### src/rtl/pipe_pkg.sv
// Shared pipeline definitions: hazard FSM states, control bundle, decoder opcodes.
// Combinational helpers only; no timing or backpressure of their own.
package pipe_pkg;

  typedef enum logic [1:0] {
    RUN      = 2'd0,
    MEM_WAIT = 2'd1,
    HALT     = 2'd2
  } state_t;

  localparam logic [4:0] REG_X0 = 5'd0;

  localparam logic [6:0] LD_OP      = 7'b0000011;
  localparam logic [6:0] JALR_OP    = 7'b1100111;
  localparam logic [6:0] SB_TYPE_OP = 7'b1100011;
  localparam logic [6:0] UJ_TYPE_OP = 7'b1101111;

  typedef struct packed {
    logic pc_write;
    logic pc_sel_branch;
    logic if_id_write;
    logic if_id_flush;
    logic id_ex_bubble;
    logic back_write;
  } ctl_t;

  function automatic logic load_use_hit(
    input logic [4:0] rs1, input logic [4:0] rs2,
    input logic use_rs1, input logic use_rs2,
    input logic ex_load, input logic [4:0] ex_rd
  );
    return ex_load && (ex_rd != REG_X0) &&
           ((use_rs1 && (rs1 == ex_rd)) || (use_rs2 && (rs2 == ex_rd)));
  endfunction

  // Issue-cycle controls once memory is not holding the pipe: a load-use
  // stall masks a redirect so the branch re-resolves with forwarded data.
  function automatic ctl_t issue_ctl(input logic load_use, input logic redirect);
    ctl_t c;
    c = '0;
    if (load_use) begin
      c.id_ex_bubble = 1'b1;
      c.back_write   = 1'b1;
    end else if (redirect) begin
      c.pc_write      = 1'b1;
      c.pc_sel_branch = 1'b1;
      c.if_id_flush   = 1'b1;
      c.back_write    = 1'b1;
    end else begin
      c.pc_write    = 1'b1;
      c.if_id_write = 1'b1;
      c.back_write  = 1'b1;
    end
    return c;
  endfunction

endpackage

### src/rtl/pipe_hazard_ctrl_if.sv
// Hazard unit bundle: ID/EX/MEM status in, pipeline enables and counters out.
// Pure wiring; the slave side is the controller, the master side is the pipeline.
interface pipe_hazard_ctrl_if #(parameter int CNT_W = 16);
  logic [4:0]       id_rs1;
  logic [4:0]       id_rs2;
  logic             id_use_rs1;
  logic             id_use_rs2;
  logic             ex_mem_read;
  logic [4:0]       ex_rd;
  logic             id_redirect;
  logic             mem_req;
  logic             dmem_ready;
  logic             pc_write;
  logic             pc_sel_branch;
  logic             if_id_write;
  logic             if_id_flush;
  logic             id_ex_bubble;
  logic             back_write;
  logic             halted;
  logic [CNT_W-1:0] stall_cnt;
  logic [CNT_W-1:0] flush_cnt;

  modport master (
    output id_rs1, id_rs2, id_use_rs1, id_use_rs2, ex_mem_read, ex_rd,
           id_redirect, mem_req, dmem_ready,
    input  pc_write, pc_sel_branch, if_id_write, if_id_flush, id_ex_bubble,
           back_write, halted, stall_cnt, flush_cnt
  );

  modport slave (
    input  id_rs1, id_rs2, id_use_rs1, id_use_rs2, ex_mem_read, ex_rd,
           id_redirect, mem_req, dmem_ready,
    output pc_write, pc_sel_branch, if_id_write, if_id_flush, id_ex_bubble,
           back_write, halted, stall_cnt, flush_cnt
  );
endinterface

### src/rtl/sat_counter.sv
// Saturating event counter with synchronous clear (clear wins over increment).
// One-cycle update latency; holds at all-ones instead of wrapping.
module sat_counter #(
  parameter int W = 16
) (
  input  logic         clk,
  input  logic         clr,
  input  logic         inc,
  output logic [W-1:0] cnt
);

  always_ff @(posedge clk) begin
    if (clr) begin
      cnt <= '0;
    end else if (inc && (cnt != {W{1'b1}})) begin
      cnt <= cnt + W'(1);
    end
  end

endmodule

### src/rtl/pipe_hazard_ctrl.sv
// Stall/flush sequencer: load-use stalls, ID redirects, memory freeze with timeout halt.
// Controls are same-cycle combinational; FSM and counters update on the next edge.
module pipe_hazard_ctrl
  import pipe_pkg::*;
#(
  parameter int MAX_WAIT = 15,
  parameter int CNT_W    = 16
) (
  input logic               clk,
  input logic               reset,
  pipe_hazard_ctrl_if.slave bus
);

  localparam logic [7:0] MAX_WAIT_C = 8'(MAX_WAIT);

  state_t     state_q, state_d;
  logic [7:0] wait_q, wait_d;
  ctl_t       ctl;
  logic       load_use;
  logic       mem_stall;

  always_comb begin
    load_use  = load_use_hit(bus.id_rs1, bus.id_rs2, bus.id_use_rs1, bus.id_use_rs2,
                             bus.ex_mem_read, bus.ex_rd);
    mem_stall = bus.mem_req && !bus.dmem_ready;
  end

  always_ff @(posedge clk) begin
    if (reset) begin
      state_q <= RUN;
      wait_q  <= '0;
    end else begin
      state_q <= state_d;
      wait_q  <= wait_d;
    end
  end

  always_comb begin
    state_d = state_q;
    wait_d  = wait_q;
    ctl     = '0;
    case (state_q)
      RUN: begin
        if (mem_stall) begin
          state_d = MEM_WAIT;
          wait_d  = 8'd1;
        end else begin
          ctl = issue_ctl(load_use, bus.id_redirect);
        end
      end
      MEM_WAIT: begin
        // The completing cycle issues normally; the MEM request is retiring.
        if (bus.dmem_ready) begin
          ctl     = issue_ctl(load_use, bus.id_redirect);
          state_d = RUN;
          wait_d  = '0;
        end else if (wait_q == MAX_WAIT_C) begin
          state_d = HALT;
        end else begin
          wait_d = wait_q + 8'd1;
        end
      end
      HALT:    state_d = HALT;
      default: state_d = RUN;
    endcase
    if (reset) begin
      ctl              = '0;
      ctl.if_id_flush  = 1'b1;
      ctl.id_ex_bubble = 1'b1;
    end
  end

  assign bus.pc_write      = ctl.pc_write;
  assign bus.pc_sel_branch = ctl.pc_sel_branch;
  assign bus.if_id_write   = ctl.if_id_write;
  assign bus.if_id_flush   = ctl.if_id_flush;
  assign bus.id_ex_bubble  = ctl.id_ex_bubble;
  assign bus.back_write    = ctl.back_write;
  assign bus.halted        = (state_q == HALT);

  sat_counter #(.W(CNT_W)) u_stall_cnt (
    .clk (clk),
    .clr (reset),
    .inc (!ctl.pc_write),
    .cnt (bus.stall_cnt)
  );

  sat_counter #(.W(CNT_W)) u_flush_cnt (
    .clk (clk),
    .clr (reset),
    .inc (ctl.if_id_flush),
    .cnt (bus.flush_cnt)
  );

endmodule
### src/flat_wrapper.sv
// flat-port wrapper written by rule: the top's interface ports become plain ports
module pipe_hazard_ctrl_flat import pipe_pkg::*;
#(
  parameter int MAX_WAIT = 15,
  parameter int CNT_W    = 16
)
  (clk, reset, bus_id_rs1, bus_id_rs2, bus_id_use_rs1, bus_id_use_rs2, bus_ex_mem_read, bus_ex_rd, bus_id_redirect, bus_mem_req, bus_dmem_ready, bus_pc_write, bus_pc_sel_branch, bus_if_id_write, bus_if_id_flush, bus_id_ex_bubble, bus_back_write, bus_halted, bus_stall_cnt, bus_flush_cnt);
  pipe_hazard_ctrl_if #(.CNT_W(CNT_W)) bus_i ();
  input logic clk;
  input logic reset;
  input wire logic [$bits(bus_i.id_rs1)-1:0] bus_id_rs1;
  input wire logic [$bits(bus_i.id_rs2)-1:0] bus_id_rs2;
  input wire logic [$bits(bus_i.id_use_rs1)-1:0] bus_id_use_rs1;
  input wire logic [$bits(bus_i.id_use_rs2)-1:0] bus_id_use_rs2;
  input wire logic [$bits(bus_i.ex_mem_read)-1:0] bus_ex_mem_read;
  input wire logic [$bits(bus_i.ex_rd)-1:0] bus_ex_rd;
  input wire logic [$bits(bus_i.id_redirect)-1:0] bus_id_redirect;
  input wire logic [$bits(bus_i.mem_req)-1:0] bus_mem_req;
  input wire logic [$bits(bus_i.dmem_ready)-1:0] bus_dmem_ready;
  output wire logic [$bits(bus_i.pc_write)-1:0] bus_pc_write;
  output wire logic [$bits(bus_i.pc_sel_branch)-1:0] bus_pc_sel_branch;
  output wire logic [$bits(bus_i.if_id_write)-1:0] bus_if_id_write;
  output wire logic [$bits(bus_i.if_id_flush)-1:0] bus_if_id_flush;
  output wire logic [$bits(bus_i.id_ex_bubble)-1:0] bus_id_ex_bubble;
  output wire logic [$bits(bus_i.back_write)-1:0] bus_back_write;
  output wire logic [$bits(bus_i.halted)-1:0] bus_halted;
  output wire logic [$bits(bus_i.stall_cnt)-1:0] bus_stall_cnt;
  output wire logic [$bits(bus_i.flush_cnt)-1:0] bus_flush_cnt;
  assign bus_i.id_rs1 = bus_id_rs1;
  assign bus_i.id_rs2 = bus_id_rs2;
  assign bus_i.id_use_rs1 = bus_id_use_rs1;
  assign bus_i.id_use_rs2 = bus_id_use_rs2;
  assign bus_i.ex_mem_read = bus_ex_mem_read;
  assign bus_i.ex_rd = bus_ex_rd;
  assign bus_i.id_redirect = bus_id_redirect;
  assign bus_i.mem_req = bus_mem_req;
  assign bus_i.dmem_ready = bus_dmem_ready;
  assign bus_pc_write = bus_i.pc_write;
  assign bus_pc_sel_branch = bus_i.pc_sel_branch;
  assign bus_if_id_write = bus_i.if_id_write;
  assign bus_if_id_flush = bus_i.if_id_flush;
  assign bus_id_ex_bubble = bus_i.id_ex_bubble;
  assign bus_back_write = bus_i.back_write;
  assign bus_halted = bus_i.halted;
  assign bus_stall_cnt = bus_i.stall_cnt;
  assign bus_flush_cnt = bus_i.flush_cnt;
  pipe_hazard_ctrl #(.MAX_WAIT(MAX_WAIT), .CNT_W(CNT_W)) u_core (.clk(clk), .reset(reset), .bus(bus_i));
endmodule
### config.mk
export PLATFORM = sky130hd
export DESIGN_NAME = pipe_hazard_ctrl_flat
export DESIGN_NICKNAME = d
export VERILOG_FILES = /design/src/rtl/pipe_pkg.sv /design/src/rtl/pipe_hazard_ctrl_if.sv /design/src/rtl/sat_counter.sv /design/src/rtl/pipe_hazard_ctrl.sv /design/src/flat_wrapper.sv
export SDC_FILE = /design/constraint.sdc
export NUM_CORES = 1
export LEC_CHECK = 0
export CAP_MARGIN = 20
export CORE_ASPECT_RATIO = 1.4
export CORE_MARGIN = 2
export CORE_UTILIZATION = 30
export CTS_CLUSTER_DIAMETER = 120
export DETAILED_ROUTE_END_ITERATION = 10
export DONT_BUFFER_PORTS = 1
export GPL_ROUTABILITY_DRIVEN = 0
export PLACE_DENSITY = 0.57
export SLEW_MARGIN = 20
export SYNTH_ARGS = -nofsm -noshare
export SYNTH_HDL_FRONTEND = slang
export SYNTH_SLANG_ARGS = --single-unit
### constraint.sdc
create_clock -name clk -period 2.35 [get_ports clk]
set_input_delay 0.47 -clock clk [delete_from_list [all_inputs] [get_ports clk]]
set_output_delay 0.47 -clock clk [all_outputs]
set_load 0.02 [all_outputs]
==> reports/summary.txt, run 1 <==
Status -> finished, final reports clean
Post-route cell area -> 2810 um2
XOR/XNOR share of the synthesized area -> 6.48%
CTS Buf Count -> 5
Most frequent cell after synthesis -> dfxtp_1
Final setup viols -> 0
Complex-gate fraction of the synthesized area -> 22.9%
Max_cap viols -> 0
# nets final -> 342
Cell family with most CP delay -> simple AND/OR/NAND/NOR gates
DIE WIDTH -> 78.0 um
Syn Area/Cell -> 8.30 um2
CTS tree -> done
Initial antenna violation count -> 0
First-pass GRT wire length -> 10200 um
Post-Place Worst Slack -> -0.128 ns
Pint -> 0.00112 W
Multi-input gate area -> 1410 um2
Antenna diodes -> 0
Synth top area cells -> dfxtp_1, a21oi_1, xnor2_1, or4_1, o31ai_1
Initial DRC count -> 95
Site Rows -> 37
CP Class -> input port to output pin
CP arrival -> 1.80 ns
Top cell type by total area after synthesis -> dfxtp_1
Hold-fix buffer count after cts -> 0
Hpwl dp -> 4620 um
Congestion Overflow GR -> 0
Main combinational cell family by area after synthesis -> simple AND/OR/NAND/NOR gates
Simple-gate area share of the yosys netlist -> 27.2%
Logic pwr share -> 13.0%
EDFF count, synth -> 0
Seq cells post-synth -> 42
Placed standard-cell area -> 2680 um2
Die Ht -> 108 um
DR vias/cell -> 5.48
Synth top area share -> 36.6%
GRT Overall Usage -> 15.3%
Clock transition at path regs -> 0.08 ns
Sw Ratio -> 25.0%
Clock Sinks -> 42
Critical path cell sequence -> or4_4 > o21ai_0 > buf_4 > o21a_2 > nor2b_2
Crit path largest cell delay -> 0.52 ns
Area of the die -> 8390 um2
Async set-reset flop share out of synthesis -> 0%
Post-CTS setup buffer count -> 0
WL met1 -> 2470 um
Initial Util -> 31.0%
Clk pwr share -> 38.2%
Final slew viol count -> 0
Clock Latency Late Sink -> 0.29 ns
Maximum root-to-sink buffer count -> 2
Drt drc -> 0
Fin worst setup slack -> 0.0828 ns
H-Tree Depth -> 2
Syn_nets -> 303
Hold Vio Cnt, Final -> 0
Top sig layer -> met4
Most used DFF post-synth -> dfxtp_1
Pwr/cell area -> 533 nW/um2
Pin count of the biggest net entering global routing -> 38
Ys Warns -> 0
Layout cell share with drive strength beyond 1 -> 19.6%
Register area -> 841 um2
Crit-path slowest cell -> or4_4
Fmax -> 441 MHz
Pleak -> 0.963 nW
Synth top cells by count -> dfxtp_1, a21oi_1, nand2_1, nor2_1, o21ai_0
Peak VDD IR -> 0.297 mV
Setup crit end kind -> output pin
Least-Margin Pin Slew -> 0.705 ns
Routed wire length -> 6310 um
Sequential share of power -> 48.9%
DR WL/cell -> 15.2 um
P_sw -> 0.000374 W
Setup crit start kind -> input port
Core area -> 7410 um2
DR pass1 iterations -> 4
Crit path buf inv count -> 1
Setup Skew -> 0.00632 ns
Final period util -> 96.5%
Clk root buf -> clkbuf_8
RSZ-0062 raised after global routing -> false
Syn-to-layout area delta -> 22.2%
Cells after Synth -> 277
WL met3 -> 443 um
Final ANT Viol Nets -> 0
Mux cell area share after synthesis -> 1.85%
Ports -> 62
Crit path time final -> 2.27 ns
CP required -> 1.88 ns
Worst Hold Class -> input port to register
Post-synth cell types -> 53
Adder-Cell Fraction of Synth Area -> 1.63%
Port Buf Inserts -> 0
Metal2 WL -> 3240 um
Vias in the first global route -> 2141
Critical path peak fanout -> 4
Vias after detailed routing -> 2269
Fillers -> 813
Seq/Total Area, Yosys -> 36.6%
Max_slew headroom -> 52.5%
Synth Cell Area -> 2300 um2
cell families (layout without fill, tap and decap cells):
family	Yosys count	in the layout
adder cells (fa/ha/maj)	3	3
buffers and inverters	16	55
AO/OA/AOI/OAI	80	81
multiplexers	4	4
AND/OR/NAND/NOR	115	115
flip-flops	42	42
XOR/XNOR	17	17
cell usage in the layout (no fill, tap or decap), types with 3 or more instances in the layout:
master | Yosys | layout
o41ai_1 | 3 | 3
clkbuf_8 | 0 | 5
and3_1 | 3 | 3
nor4_1 | 3 | 3
o21ai_0 | 16 | 16
dfxtp_1 | 42 | 42
inv_1 | 5 | 5
and2_1 | 6 | 6
o31ai_1 | 12 | 12
xnor2_1 | 13 | 13
or3_1 | 11 | 11
nor2_1 | 21 | 21
a21oi_1 | 26 | 26
xor2_1 | 4 | 4
nand3_1 | 13 | 13
or4_1 | 13 | 13
ha_1 | 3 | 3
buf_4 | 2 | 41
nand2_1 | 22 | 22
nand4_1 | 10 | 10
final cells by class:
cell class	count	area share, %
multi-input cells	220	50.2
well taps	97	4.32
clock buffers	7	2.72
inverters	6	0.802
flip-flops and latches	42	29.9
repair buffers	41	11.0
clock inverters	1	1.07
worst register-to-register path, delay by kind of cell (launching register included):
family,cells,cell delay (ns)
AND/OR/NAND/NOR,2,0.73
AO/OA/AOI/OAI,3,0.69
multiplexers,1,0.36
flip-flops,1,0.33
flip-flops by register name (all words and copies together) (netlist names):
register and count:
u_core.u_stall_cnt.cnt 16, u_core.wait_q 8, u_core.u_flush_cnt.cnt 16, u_core.state_q 2
worst paths after layout:
check                                  from                                      end  slack [ns]  cells after the start
max                            bus_ex_rd[0]                          bus_if_id_write        0.08                      5
min                                   reset   u_core.u_stall_cnt.cnt[6]$_SDFFE_PP0P_        0.23                      1
max reg2reg  u_core.state_q[0]$_SDFFE_PP0P_  u_core.u_flush_cnt.cnt[13]$_SDFFE_PP0P_        0.14                      6
min reg2reg   u_core.wait_q[1]$_SDFFE_PP0P_            u_core.wait_q[1]$_SDFFE_PP0P_        0.49                      2
per-stage QoR:
| step | power [W] | hold slack, ns | cells | setup TNS, ns | utilization, % |
|---|---|---|---|---|---|
| finish | 0.00150 | 0.232 | 414 | 0 | 37.9 |
| global route | 0.00156 | 0.212 | 414 | 0 | 37.9 |
| CTS | 0.00151 | 0.223 | 413 | 0 | 37.7 |
| detailed placement | 0.000935 | 0.477 | 405 | -0.478 | 36.2 |
| global placement | 0.000932 | 0.464 | 405 | -0.361 | 36.2 |
| floorplan | 0.000884 | 0.449 | 277 | 0 | - |
metal layers:
metal	vias to the layer above	global-route usage (%)
met4	0	6.14
met1	1082	15.5
li1	1121	-
met3	12	5.62
met5	-	0
met2	54	27.9
power groups by stage:
stage                     clock [W]  sequential [W]  combinational, W
final                      0.000571        0.000730          0.000194
after global routing       0.000615        0.000732          0.000215
after CTS                  0.000590        0.000730          0.000191
after detailed placement          0        0.000747          0.000188
after global placement            0        0.000747          0.000185
after floorplan                   0        0.000765          0.000119
timing repair:
item | 4_1_cts | 5_1_grt
gates cloned | 0 | 1
pin swaps | 0 | 1
resized for setup | 1 | 0
setup endpoints to repair | 6 | 4
(Power assumes the default switching activity.)
==> inputs of run 2 (changes only) <==
--- a/config.mk
+++ b/config.mk
@@ -7,7 +7,7 @@
 export LEC_CHECK = 0
 export CAP_MARGIN = 20
 export CORE_ASPECT_RATIO = 1.4
-export CORE_MARGIN = 2
+export CORE_MARGIN = 4
 export CORE_UTILIZATION = 30
 export CTS_CLUSTER_DIAMETER = 120
 export DETAILED_ROUTE_END_ITERATION = 10
==> reports/summary.txt, run 2 (synthesized netlist as in run 1, its figures left out) <==
Status -> finished, final reports clean
Port Buf Inserts -> 0
Vias in the first global route -> 2230
Peak VDD IR -> 0.250 mV
Setup crit end kind -> output pin
Multi-input gate area -> 1400 um2
Fmax -> 443 MHz
CTS Buf Count -> 5
Core area -> 7410 um2
Pint -> 0.00112 W
Critical path peak fanout -> 4
Drt drc -> 0
Reg2Reg Setup Slack -> 0.20 ns
CP arrival -> 1.79 ns
Setup crit start kind -> input port
Layout cell share with drive strength beyond 1 -> 21.2%
Sw Ratio -> 25.2%
Setup Skew -> 0.00395 ns
Crit path time final -> 2.26 ns
Clk root buf -> clkbuf_8
Logic pwr share -> 13.3%
FF-to-FF End -> u_core.u_flush_cnt.cnt[5]$_SDFFE_PP0P_
Die Ht -> 112 um
Fillers -> 805
Hold Vio Cnt, Final -> 0
Final period util -> 96.0%
Antenna diodes -> 0
Hold_sp -> reset
RSZ-0062 raised after global routing -> false
DR pass1 iterations -> 4
Sequential share of power -> 48.7%
# nets final -> 346
Site Rows -> 37
CP Class -> input port to output pin
Congestion Overflow GR -> 0
Pleak -> 0.992 nW
Final setup viols -> 0
Crit path largest cell delay -> 0.52 ns
Pwr/cell area -> 529 nW/um2
Syn-to-layout area delta -> 23.4%
Crit-path slowest cell -> or4_4
Most frequent cells in the layout -> buf_4, dfxtp_1, a21oi_1
Routed wire length -> 6300 um
Crit Reg-Reg Startpoint -> u_core.state_q[0]$_SDFFE_PP0P_
Pin count of the biggest net entering global routing -> 38
Least-Margin Pin Slew -> 0.715 ns
Final slew viol count -> 0
DIE WIDTH -> 82.0 um
H-Tree Depth -> 2
GRT Overall Usage -> 14.0%
Initial DRC count -> 118
Hold depth -> 1
Maximum root-to-sink buffer count -> 2
CP required -> 1.88 ns
Initial Util -> 31.0%
Area of the die -> 9150 um2
Hold Path End -> u_core.u_stall_cnt.cnt[6]$_SDFFE_PP0P_
First-pass GRT wire length -> 10300 um
Initial antenna violation count -> 0
Vias after detailed routing -> 2270
CTS tree -> done
DR WL/cell -> 15.1 um
Clock Sinks -> 42
Final ANT Viol Nets -> 0
Critical path cell sequence -> or4_4 > o21ai_0 > buf_4 > o21a_2 > nor2b_2
Total Neg Setup Slack -> 0 ns
Top Registers -> u_core.u_flush_cnt.cnt x16, u_core.u_stall_cnt.cnt x16, u_core.wait_q x8
Design Power -> 0.00150 W
Max_slew headroom -> 51.9%
Hpwl dp -> 4830 um
Clock Latency Late Sink -> 0.29 ns
Clock transition at path regs -> 0.08 ns
DR vias/cell -> 5.43
Ports -> 62
Register area -> 841 um2
Worst r2r path cells -> 7
Worst Hold Class -> input port to register
Commonest non-fill, non-tap cell in the layout -> buf_4
Clk pwr share -> 38.0%
Max_cap viols -> 0
P_sw -> 0.000378 W
[run 2: changes by cell type in the layout (fill, tap and decap cells not counted)]
cell	before	now
clkinv_2	0	2
a211oi_2	2	1
clkbuf_1	2	0
buf_4	41	46
[run 2: critical path, delay by kind of cell]
family	cells	cell delay (ns)
AND/OR/NAND/NOR	2	0.79
buffers and inverters	1	0.16
AO/OA/AOI/OAI	2	0.36
[run 2: area by class of cell]
type | instances | share of cell area (%)
Sequential cell | 42 | 29.7
Clock inverter | 3 | 1.41
Tap cell | 97 | 4.28
Clock buffer | 5 | 2.43
Multi-Input combinational cell | 219 | 49.2
Timing Repair Buffer | 46 | 12.2
Inverter | 6 | 0.794
[run 2: timing repair]
item                       in CTS  in global routing
setup buffers                   0                  3
setup endpoints to repair       8                  1
pin swaps                       0                  1
gates resized for setup         1                  0
hold buffers                    0                  0
[run 2: through the flow]
stage                     worst slack (ns)  area [um2]  cells  utilization [%]  hold WS [ns]
after floorplan                     0.0613        2310    277                -         0.449
after global routing                0.0135        2840    418             38.3         0.218
after detailed placement            -0.106        2700    407             36.4         0.470
after global placement             -0.0624        2700    407             36.4         0.464
after CTS                           0.0835        2810    415             38.0         0.223
final                               0.0932        2840    418             38.3         0.235
[run 2: power by group through the flow]
stage	sequential [W]	clock (W)	combinational, W
final	0.000730	0.000569	0.000199
after floorplan	0.000765	0	0.000119
after global routing	0.000733	0.000620	0.000219
after CTS	0.000731	0.000588	0.000195
after global placement	0.000747	0	0.000188
after detailed placement	0.000747	0	0.000191
[run 2: worst max path at each step]
stage | from | endpoint | slack, ns | depth (start not counted)
6_report | bus_ex_rd[0] | bus_if_id_write | 0.09 | 5
3_3_place_gp | bus_ex_rd[0] | u_core.u_flush_cnt.cnt[14]$_SDFFE_PP0P_ | -0.06 | 7
4_1_cts | bus_ex_rd[0] | bus_if_id_write | 0.08 | 5
5_1_grt | u_core.state_q[0]$_SDFFE_PP0P_ | bus_if_id_write | 0.01 | 5
3_5_place_dp | u_core.u_flush_cnt.cnt[3]$_SDFFE_PP0P_ | u_core.u_flush_cnt.cnt[7]$_SDFFE_PP0P_ | -0.11 | 8
2_1_floorplan | bus_ex_rd[0] | bus_if_id_write | 0.06 | 4
[run 2: layer usage]
metal  wire (um)  global-route usage (%)  vias up
met4          70                    3.33        0
met3         428                    4.61        5
li1            -                       -     1131
met1        2390                    14.7     1082
met5           0                       0        -
met2        3420                    26.1       52
